<file path="src/rtl/memory_stage_pkg.sv">
// Shared constants and the address-fault rule for the MEM pipeline stage.
// Defaults here feed the memory_stage parameters; the fault rule is opcode-independent.
package memory_stage_pkg;

  localparam int DM_DEPTH_DEF = 64;
  localparam int CNT_W_DEF    = 16;
  localparam int DM_IDX_W_DEF = $clog2(DM_DEPTH_DEF);

  function automatic int dm_idx_w(input int depth);
    return $clog2(depth);
  endfunction

  // Misaligned, or any byte-address bit above the word index is set.
  function automatic logic addr_fault(input logic [31:0] addr, input int idx_w);
    logic [31:0] upper;
    upper = addr >> (idx_w + 2);
    return (addr[1:0] != 2'b00) || (upper != 32'd0);
  endfunction

endpackage

</file>
<file path="src/rtl/memory_stage_if.sv">
// EX/MEM inputs, MEM/WB outputs and forwarding taps of the memory stage.
// The master side is the pipeline around the stage; the slave side is the stage itself.
interface memory_stage_if;

  logic        RFWEMdin;
  logic        MtoRFSelMdin;
  logic        DMWEMdin;
  logic [31:0] DMdinMdin;
  logic [31:0] ALUOutMdin;
  logic [4:0]  RFWAMdin;
  logic        StallM;
  logic        FlushM;

  logic        RFWEWdout;
  logic        MtoRFSelWdout;
  logic [31:0] DMoutWdout;
  logic [31:0] ALUOutWdout;
  logic [4:0]  RFWAWdout;

  logic        FwdRFWEM;
  logic [4:0]  FwdRFWAM;
  logic [31:0] FwdALUOutM;

  modport master (
    output RFWEMdin, MtoRFSelMdin, DMWEMdin, DMdinMdin, ALUOutMdin, RFWAMdin, StallM, FlushM,
    input  RFWEWdout, MtoRFSelWdout, DMoutWdout, ALUOutWdout, RFWAWdout,
    input  FwdRFWEM, FwdRFWAM, FwdALUOutM
  );

  modport slave (
    input  RFWEMdin, MtoRFSelMdin, DMWEMdin, DMdinMdin, ALUOutMdin, RFWAMdin, StallM, FlushM,
    output RFWEWdout, MtoRFSelWdout, DMoutWdout, ALUOutWdout, RFWAWdout,
    output FwdRFWEM, FwdRFWAM, FwdALUOutM
  );

endinterface

</file>
<file path="src/rtl/memory_stage_data_mem.sv">
// Word-addressed data memory: combinational read, synchronous write, contents never reset.
module data_mem #(
  parameter int DEPTH = 64,
  parameter int IDX_W = 6
) (
  input  logic             clk,
  input  logic             we,
  input  logic [IDX_W-1:0] idx,
  input  logic [31:0]      wdata,
  output logic [31:0]      rdata
);

  logic [31:0] mem_q [DEPTH];

  always_ff @(posedge clk) begin
    if (we) begin
      mem_q[idx] <= wdata;
    end
  end

  assign rdata = mem_q[idx];

endmodule

</file>
<file path="src/rtl/memory_stage.sv">
// MEM pipeline stage: data-memory access, MEM/WB register, forwarding taps,
// sticky address-fault flag and saturating load/store counters.
module memory_stage
  import memory_stage_pkg::*;
#(
  parameter int DM_DEPTH = DM_DEPTH_DEF,
  parameter int CNT_W    = CNT_W_DEF
) (
  input  logic             CLK,
  input  logic             RST,
  memory_stage_if.slave    bus,
  output logic             MemErr,
  output logic [CNT_W-1:0] LoadCnt,
  output logic [CNT_W-1:0] StoreCnt
);

  localparam int IDX_W = dm_idx_w(DM_DEPTH);

  logic             is_load;
  logic             is_store;
  logic             fault;
  logic             dm_we;
  logic [IDX_W-1:0] word_idx;
  logic [31:0]      mem_rdata;
  logic [31:0]      read_data;

  logic             rfwe_q,      rfwe_d;
  logic             mtorf_q,     mtorf_d;
  logic [31:0]      dmout_q,     dmout_d;
  logic [31:0]      aluout_q,    aluout_d;
  logic [4:0]       rfwa_q,      rfwa_d;
  logic             mem_err_q,   mem_err_d;
  logic [CNT_W-1:0] load_cnt_q,  load_cnt_d;
  logic [CNT_W-1:0] store_cnt_q, store_cnt_d;

  // Reset is folded into the write enable so an edge with RST high never stores.
  always_comb begin
    is_load   = bus.MtoRFSelMdin & bus.RFWEMdin;
    is_store  = bus.DMWEMdin;
    fault     = (is_load | is_store) & addr_fault(bus.ALUOutMdin, IDX_W);
    word_idx  = bus.ALUOutMdin[IDX_W+1:2];
    dm_we     = is_store & ~fault & ~bus.StallM & ~RST;
    read_data = fault ? 32'd0 : mem_rdata;
  end

  data_mem #(
    .DEPTH (DM_DEPTH),
    .IDX_W (IDX_W)
  ) u_data_mem (
    .clk   (CLK),
    .we    (dm_we),
    .idx   (word_idx),
    .wdata (bus.DMdinMdin),
    .rdata (mem_rdata)
  );

  always_comb begin
    rfwe_d      = rfwe_q;
    mtorf_d     = mtorf_q;
    dmout_d     = dmout_q;
    aluout_d    = aluout_q;
    rfwa_d      = rfwa_q;
    mem_err_d   = mem_err_q;
    load_cnt_d  = load_cnt_q;
    store_cnt_d = store_cnt_q;
    // Stall wins over flush; flush only kills the control bits, data still loads.
    if (!bus.StallM) begin
      rfwe_d    = bus.RFWEMdin & ~(fault & is_load) & ~bus.FlushM;
      mtorf_d   = bus.MtoRFSelMdin & ~bus.FlushM;
      dmout_d   = read_data;
      aluout_d  = bus.ALUOutMdin;
      rfwa_d    = bus.RFWAMdin;
      mem_err_d = mem_err_q | fault;
      if (is_load && !fault && (load_cnt_q != {CNT_W{1'b1}})) begin
        load_cnt_d = load_cnt_q + CNT_W'(1);
      end
      if (is_store && !fault && (store_cnt_q != {CNT_W{1'b1}})) begin
        store_cnt_d = store_cnt_q + CNT_W'(1);
      end
    end
  end

  always_ff @(posedge CLK or posedge RST) begin
    if (RST) begin
      rfwe_q      <= 1'b0;
      mtorf_q     <= 1'b0;
      dmout_q     <= 32'd0;
      aluout_q    <= 32'd0;
      rfwa_q      <= 5'd0;
      mem_err_q   <= 1'b0;
      load_cnt_q  <= '0;
      store_cnt_q <= '0;
    end else begin
      rfwe_q      <= rfwe_d;
      mtorf_q     <= mtorf_d;
      dmout_q     <= dmout_d;
      aluout_q    <= aluout_d;
      rfwa_q      <= rfwa_d;
      mem_err_q   <= mem_err_d;
      load_cnt_q  <= load_cnt_d;
      store_cnt_q <= store_cnt_d;
    end
  end

  assign bus.RFWEWdout     = rfwe_q;
  assign bus.MtoRFSelWdout = mtorf_q;
  assign bus.DMoutWdout    = dmout_q;
  assign bus.ALUOutWdout   = aluout_q;
  assign bus.RFWAWdout     = rfwa_q;

  assign bus.FwdRFWEM   = bus.RFWEMdin;
  assign bus.FwdRFWAM   = bus.RFWAMdin;
  assign bus.FwdALUOutM = bus.ALUOutMdin;

  assign MemErr   = mem_err_q;
  assign LoadCnt  = load_cnt_q;
  assign StoreCnt = store_cnt_q;

endmodule

</file>
<file path="src/flat_wrapper.sv">
// flat-port wrapper written by rule: the top's interface ports become plain ports
module memory_stage_flat import memory_stage_pkg::*;
#(
  parameter int DM_DEPTH = DM_DEPTH_DEF,
  parameter int CNT_W    = CNT_W_DEF
)
  (CLK, RST, MemErr, LoadCnt, StoreCnt, bus_RFWEMdin, bus_MtoRFSelMdin, bus_DMWEMdin, bus_DMdinMdin, bus_ALUOutMdin, bus_RFWAMdin, bus_StallM, bus_FlushM, bus_RFWEWdout, bus_MtoRFSelWdout, bus_DMoutWdout, bus_ALUOutWdout, bus_RFWAWdout, bus_FwdRFWEM, bus_FwdRFWAM, bus_FwdALUOutM);
  memory_stage_if bus_i ();
  input  logic CLK;
  input  logic RST;
  output logic MemErr;
  output logic [CNT_W-1:0] LoadCnt;
  output logic [CNT_W-1:0] StoreCnt;
  input wire logic [$bits(bus_i.RFWEMdin)-1:0] bus_RFWEMdin;
  input wire logic [$bits(bus_i.MtoRFSelMdin)-1:0] bus_MtoRFSelMdin;
  input wire logic [$bits(bus_i.DMWEMdin)-1:0] bus_DMWEMdin;
  input wire logic [$bits(bus_i.DMdinMdin)-1:0] bus_DMdinMdin;
  input wire logic [$bits(bus_i.ALUOutMdin)-1:0] bus_ALUOutMdin;
  input wire logic [$bits(bus_i.RFWAMdin)-1:0] bus_RFWAMdin;
  input wire logic [$bits(bus_i.StallM)-1:0] bus_StallM;
  input wire logic [$bits(bus_i.FlushM)-1:0] bus_FlushM;
  output wire logic [$bits(bus_i.RFWEWdout)-1:0] bus_RFWEWdout;
  output wire logic [$bits(bus_i.MtoRFSelWdout)-1:0] bus_MtoRFSelWdout;
  output wire logic [$bits(bus_i.DMoutWdout)-1:0] bus_DMoutWdout;
  output wire logic [$bits(bus_i.ALUOutWdout)-1:0] bus_ALUOutWdout;
  output wire logic [$bits(bus_i.RFWAWdout)-1:0] bus_RFWAWdout;
  output wire logic [$bits(bus_i.FwdRFWEM)-1:0] bus_FwdRFWEM;
  output wire logic [$bits(bus_i.FwdRFWAM)-1:0] bus_FwdRFWAM;
  output wire logic [$bits(bus_i.FwdALUOutM)-1:0] bus_FwdALUOutM;
  assign bus_i.RFWEMdin = bus_RFWEMdin;
  assign bus_i.MtoRFSelMdin = bus_MtoRFSelMdin;
  assign bus_i.DMWEMdin = bus_DMWEMdin;
  assign bus_i.DMdinMdin = bus_DMdinMdin;
  assign bus_i.ALUOutMdin = bus_ALUOutMdin;
  assign bus_i.RFWAMdin = bus_RFWAMdin;
  assign bus_i.StallM = bus_StallM;
  assign bus_i.FlushM = bus_FlushM;
  assign bus_RFWEWdout = bus_i.RFWEWdout;
  assign bus_MtoRFSelWdout = bus_i.MtoRFSelWdout;
  assign bus_DMoutWdout = bus_i.DMoutWdout;
  assign bus_ALUOutWdout = bus_i.ALUOutWdout;
  assign bus_RFWAWdout = bus_i.RFWAWdout;
  assign bus_FwdRFWEM = bus_i.FwdRFWEM;
  assign bus_FwdRFWAM = bus_i.FwdRFWAM;
  assign bus_FwdALUOutM = bus_i.FwdALUOutM;
  memory_stage #(.DM_DEPTH(DM_DEPTH), .CNT_W(CNT_W)) u_core (.CLK(CLK), .RST(RST), .bus(bus_i), .MemErr(MemErr), .LoadCnt(LoadCnt), .StoreCnt(StoreCnt));
endmodule
</file>
<file path="config.mk">
export PLATFORM = sky130hd
export DESIGN_NAME = memory_stage_flat
export DESIGN_NICKNAME = d
export VERILOG_FILES = /design/src/rtl/memory_stage_pkg.sv /design/src/rtl/memory_stage_if.sv /design/src/rtl/memory_stage_data_mem.sv /design/src/rtl/memory_stage.sv /design/src/flat_wrapper.sv
export SDC_FILE = /design/constraint.sdc
export NUM_CORES = 2
export LEC_CHECK = 0
export ABC_AREA = 1
export BUFFER_PORTS_ARGS = -buffer_cell sky130_fd_sc_hd__buf_2
export CAP_MARGIN = 20
export CELL_PAD_IN_SITES_DETAIL_PLACEMENT = 0
export CELL_PAD_IN_SITES_GLOBAL_PLACEMENT = 2
export CORE_ASPECT_RATIO = 0.9
export CORE_MARGIN = 8
export CORE_UTILIZATION = 35
export CTS_CLUSTER_DIAMETER = 80
export CTS_CLUSTER_SIZE = 12
export DETAILED_ROUTE_END_ITERATION = 10
export GPL_ROUTABILITY_DRIVEN = 0
export PLACE_DENSITY = 0.81
export SLEW_MARGIN = 20
export SYNTH_ARGS = -nofsm -noshare
export SYNTH_HDL_FRONTEND = slang
export SYNTH_HIERARCHICAL = 1
export SYNTH_SLANG_ARGS = --single-unit
</file>
<file path="constraint.sdc">
create_clock -name CLK -period 3.4 [get_ports CLK]
set_input_delay 0.68 -clock CLK [delete_from_list [all_inputs] [get_ports CLK]]
set_output_delay 0.68 -clock CLK [all_outputs]
set_load 0.01 [all_outputs]
</file>
==> results.json <==
{
  "ir_drop_v": 0.000382,
  "die_area_um2": 277000,
  "viasPerCell": 4.93,
  "fin_crit_sh_pct": 85.4,
  "dr.pass1.iters": 6,
  "synth_edf_count": 2048,
  "tightest_slew_ps": 1110,
  "dieWidth_um": 554,
  "path_buf_inv": 6,
  "multiInputGateArea_um2": 24800,
  "drc": 0,
  "endpoint": "u_core/u_data_mem/mem_q[62][25]",
  "worstPathRequired_ps": 3920,
  "routed_wl_mm": 302,
  "die_y_um": 500,
  "relSlewSlack_pct": 26.2,
  "grt_overflow": 0,
  "cts_sinks": 2152,
  "r2r_end": "u_core/bus.DMoutWdout[7]",
  "skew_ps": 68.6,
  "drtIter0Drc": 6814,
  "combPwrFrac_pct": 7.7,
  "drive_above_1_share_pct": 10.6,
  "cts_resized": 0,
  "p_int_mw": 41.4,
  "vias": 63900,
  "slew_viol_final": 0,
  "wire_per_inst_um": 23.3,
  "arrival_ps": 3430,
  "synth_cell_type_count": 34,
  "synth_area_leaders": "edfxtp_1 (68%), nand2_1 (25%), dfrtp_1 (2.9%)",
  "p_seq_share_pct": 53.7,
  "drv_cap": 0,
  "cp-start-kind": "input port",
  "yosysTopAreaCell": "edfxtp_1",
  "fin_util_pct": 41.2,
  "regArea_um2": 64100,
  "reg2regPathDepth": 12,
  "min_period_ps": 2910,
  "syn_inst": 9058,
  "total_power_mw": 54.2,
  "min_path_type": "input port to register",
  "status": "completed",
  "syn_nets": 9136,
  "final_nets": 9554,
  "numCtsBuffers": 207,
  "grt_usage_pct": 21.2,
  "powerDensity_nw_per_um2": 509,
  "ff2ff_setup_slack_ps": 1290,
  "finish.instance_area_um2": 106000,
  "swShare_pct": 23.7,
  "cp_max_fo": 21,
  "fmax_mhz": 344,
  "ant_nets": 0,
  "yosysWarningCount": 6,
  "power.switching_mw": 12.8,
  "worstSetupPathType": "input port to register",
  "area_delta_synth_final_pct": 17.0,
  "rows": 177,
  "cts_root_buf": "clkbuf_16",
  "crit_slowest_cell": "dlygate4sd3_1",
  "place_area_um2": 101000,
  "htreeDepth": 4,
  "crit_cells": 14,
  "grt_pass1_vias": 61600,
  "hold_ws_ps": 75.7,
  "path_cells": "dlygate4sd3_1, buf_2, nor2_1, nand2_1, nor2_1, nand2_2, clkinv_1, nand2_2, nor3_2, buf_12, nand4_1, buf_4, nor2_4, buf_12",
  "synth.ff_latch_count": 2152,
  "num-fill-cells": 24900,
  "async_flop_share_pct": 4.83,
  "tns_ps": 0,
  "antenna_found_initial": 33,
  "synthFlopType": "edfxtp_1",
  "rr_startpoint": "u_core/u_data_mem/mem_q[59][7]",
  "dp_hpwl_mm": 190,
  "synth_top_area_share_pct": 67.6,
  "clk_pin_slew_ps": 60,
  "finalSetupViolCount": 0,
  "cpPeakStageDelay_ps": 530,
  "start_util_pct": 35.2,
  "finalHoldViolCount": 0,
  "crit_start": "bus_ALUOutMdin[26]",
  "grt_max_degree": 82,
  "clkPwrFrac_pct": 38.6,
  "avgSynthCellArea_um2": 10.0,
  "path_delay_family": "buffers and inverters",
  "grt_pass1_wl_mm": 435,
  "cts_tree": "done",
  "ios": 218,
  "ys_seq_area_share_pct": 70.4,
  "postCtsSetupRepairBufs": 0,
  "syn_area_um2": 91000,
  "rsz0062_at_grt": "false",
  "numPortBuffers": 217,
  "p_leak_nw": 44.6,
  "clk_latency_ps": 890,
  "endpoint_kind": "register",
  "core-area_um2": 258000,
  "clock_path_buffers": 4
}
## per-layer routing
layer	global-route usage [%]	vias up	share of wire (%)
li1	-	29900	-
met1	30.1	31200	44
met2	34.2	2310	46
met3	3.59	344	7.9
met4	4.95	6	2.3
met5	0	-	0.014
## synth_stat cells, types with 16 or more instances
library cell     n
buf_2          250
inv_2           16
nand3_1         49
dfrtp_1        104
buf_4           51
o21ai_1         35
nand4_1         17
clkbuf_1       146
nand2_1       5987
buf_1           32
nor2_1         172
edfxtp_1      2048
inv_1           73
## worst min-delay path by stage
stage / startpoint / endpoint / slack [ps] / depth (start not counted)
detailed placement: u_core/bus.ALUOutWdout[9] / u_core/bus.ALUOutWdout[9] / 460 / 2
finish: bus_ALUOutMdin[9] / u_core/bus.ALUOutWdout[9] / 80 / 3
global route: bus_ALUOutMdin[23] / u_core/bus.ALUOutWdout[23] / 50 / 3
global placement: u_core/MemErr / u_core/MemErr / 440 / 1
CTS: bus_ALUOutMdin[13] / u_core/bus.ALUOutWdout[13] / 1 / 3
floorplan: u_core/MemErr / u_core/MemErr / 490 / 1
## per-stage QoR
step / cells / setup WS, ps
final: 13000 / 495
after global routing: 13000 / 442
after CTS: 13000 / 562
after detailed placement: 12700 / 114
after global placement: 12700 / 90.9
after floorplan: 9058 / -588
## worst register-to-register path, stage by stage, from the launching register on
cell and delay, ps:
edfxtp_1 350, nand2_1 70, nand2_1 50, nand2_1 50, nand2_1 70, nand2_1 60
nand2_1 50, nand2_1 140, nand2_1 220, nor2_1 510, nand2_1 200, nand2_1 110
o21ai_1 70
## flip-flops by register name (all words and copies together) (netlist names)
signal,cells
u_core/bus.RFWEWdout,1
u_core/bus.MtoRFSelWdout,1
u_core/LoadCnt,16
u_core/bus.ALUOutWdout,32
u_core/u_data_mem/mem_q,2048
u_core/bus.RFWAWdout,5
u_core/MemErr,1
u_core/StoreCnt,16
u_core/bus.DMoutWdout,32
## placed cells by master, fill, tap and decap left out, drive strengths merged
| master | count |
|---|---|
| nand3 | 49 |
| xnor2 | 6 |
| nand4 | 19 |
| bufinv | 1 |
| nor2 | 180 |
| nand2 | 5989 |
| clkbuf | 280 |
| or2 | 6 |
| dlygate4sd3 | 12 |
| xor2 | 5 |
| nor4 | 2 |
| nor3 | 13 |
| clkinvlp | 2 |
| buf | 682 |
| o21ai | 52 |
| a21o | 1 |
| ha | 2 |
| clkinv | 5 |
| dfrtp | 104 |
| inv | 94 |
| a22o | 1 |
| o211ai | 6 |
| edfxtp | 2048 |
| diode | 5 |
## power by group through the flow
stage	clock [mW]	sequential (mW)	combinational, mW
6_report	20.9	29.1	4.16
5_1_grt	22.2	29.1	4.54
4_1_cts	21.4	29.1	4.19
3_5_place_dp	0	29.7	4.17
2_1_floorplan	0	29.7	1.87
3_3_place_gp	0	29.7	4.17
## layout make-up
cell class / instances / share of cell area (%)
sequential: 2152 / 60.2
multi-input combinational: 6331 / 23.3
timing repair buffer: 694 / 6.88
clock buffer: 280 / 5.14
tap: 3401 / 4.00
inverter: 90 / 0.343
clock inverter: 12 / 0.170
antenna: 5 / 0.0118
## what timing repair did
action,in CTS,in global routing
endpoints found under the setup margin,0,0
endpoints found under the hold margin,17,0
hold buffers,12,0
## logic make-up after synthesis
group	count (synthesis)	share of synthesized area, %
AND/OR/NAND/NOR	6258	26.1
adder cells (fa/ha/maj)	2	0.0275
AO/OA/AOI/OAI	60	0.374
XOR/XNOR	11	0.106
flip-flops	2152	70.4
buffers and inverters	575	2.98
No activity file was read; power rests on OpenSTA's default activity.
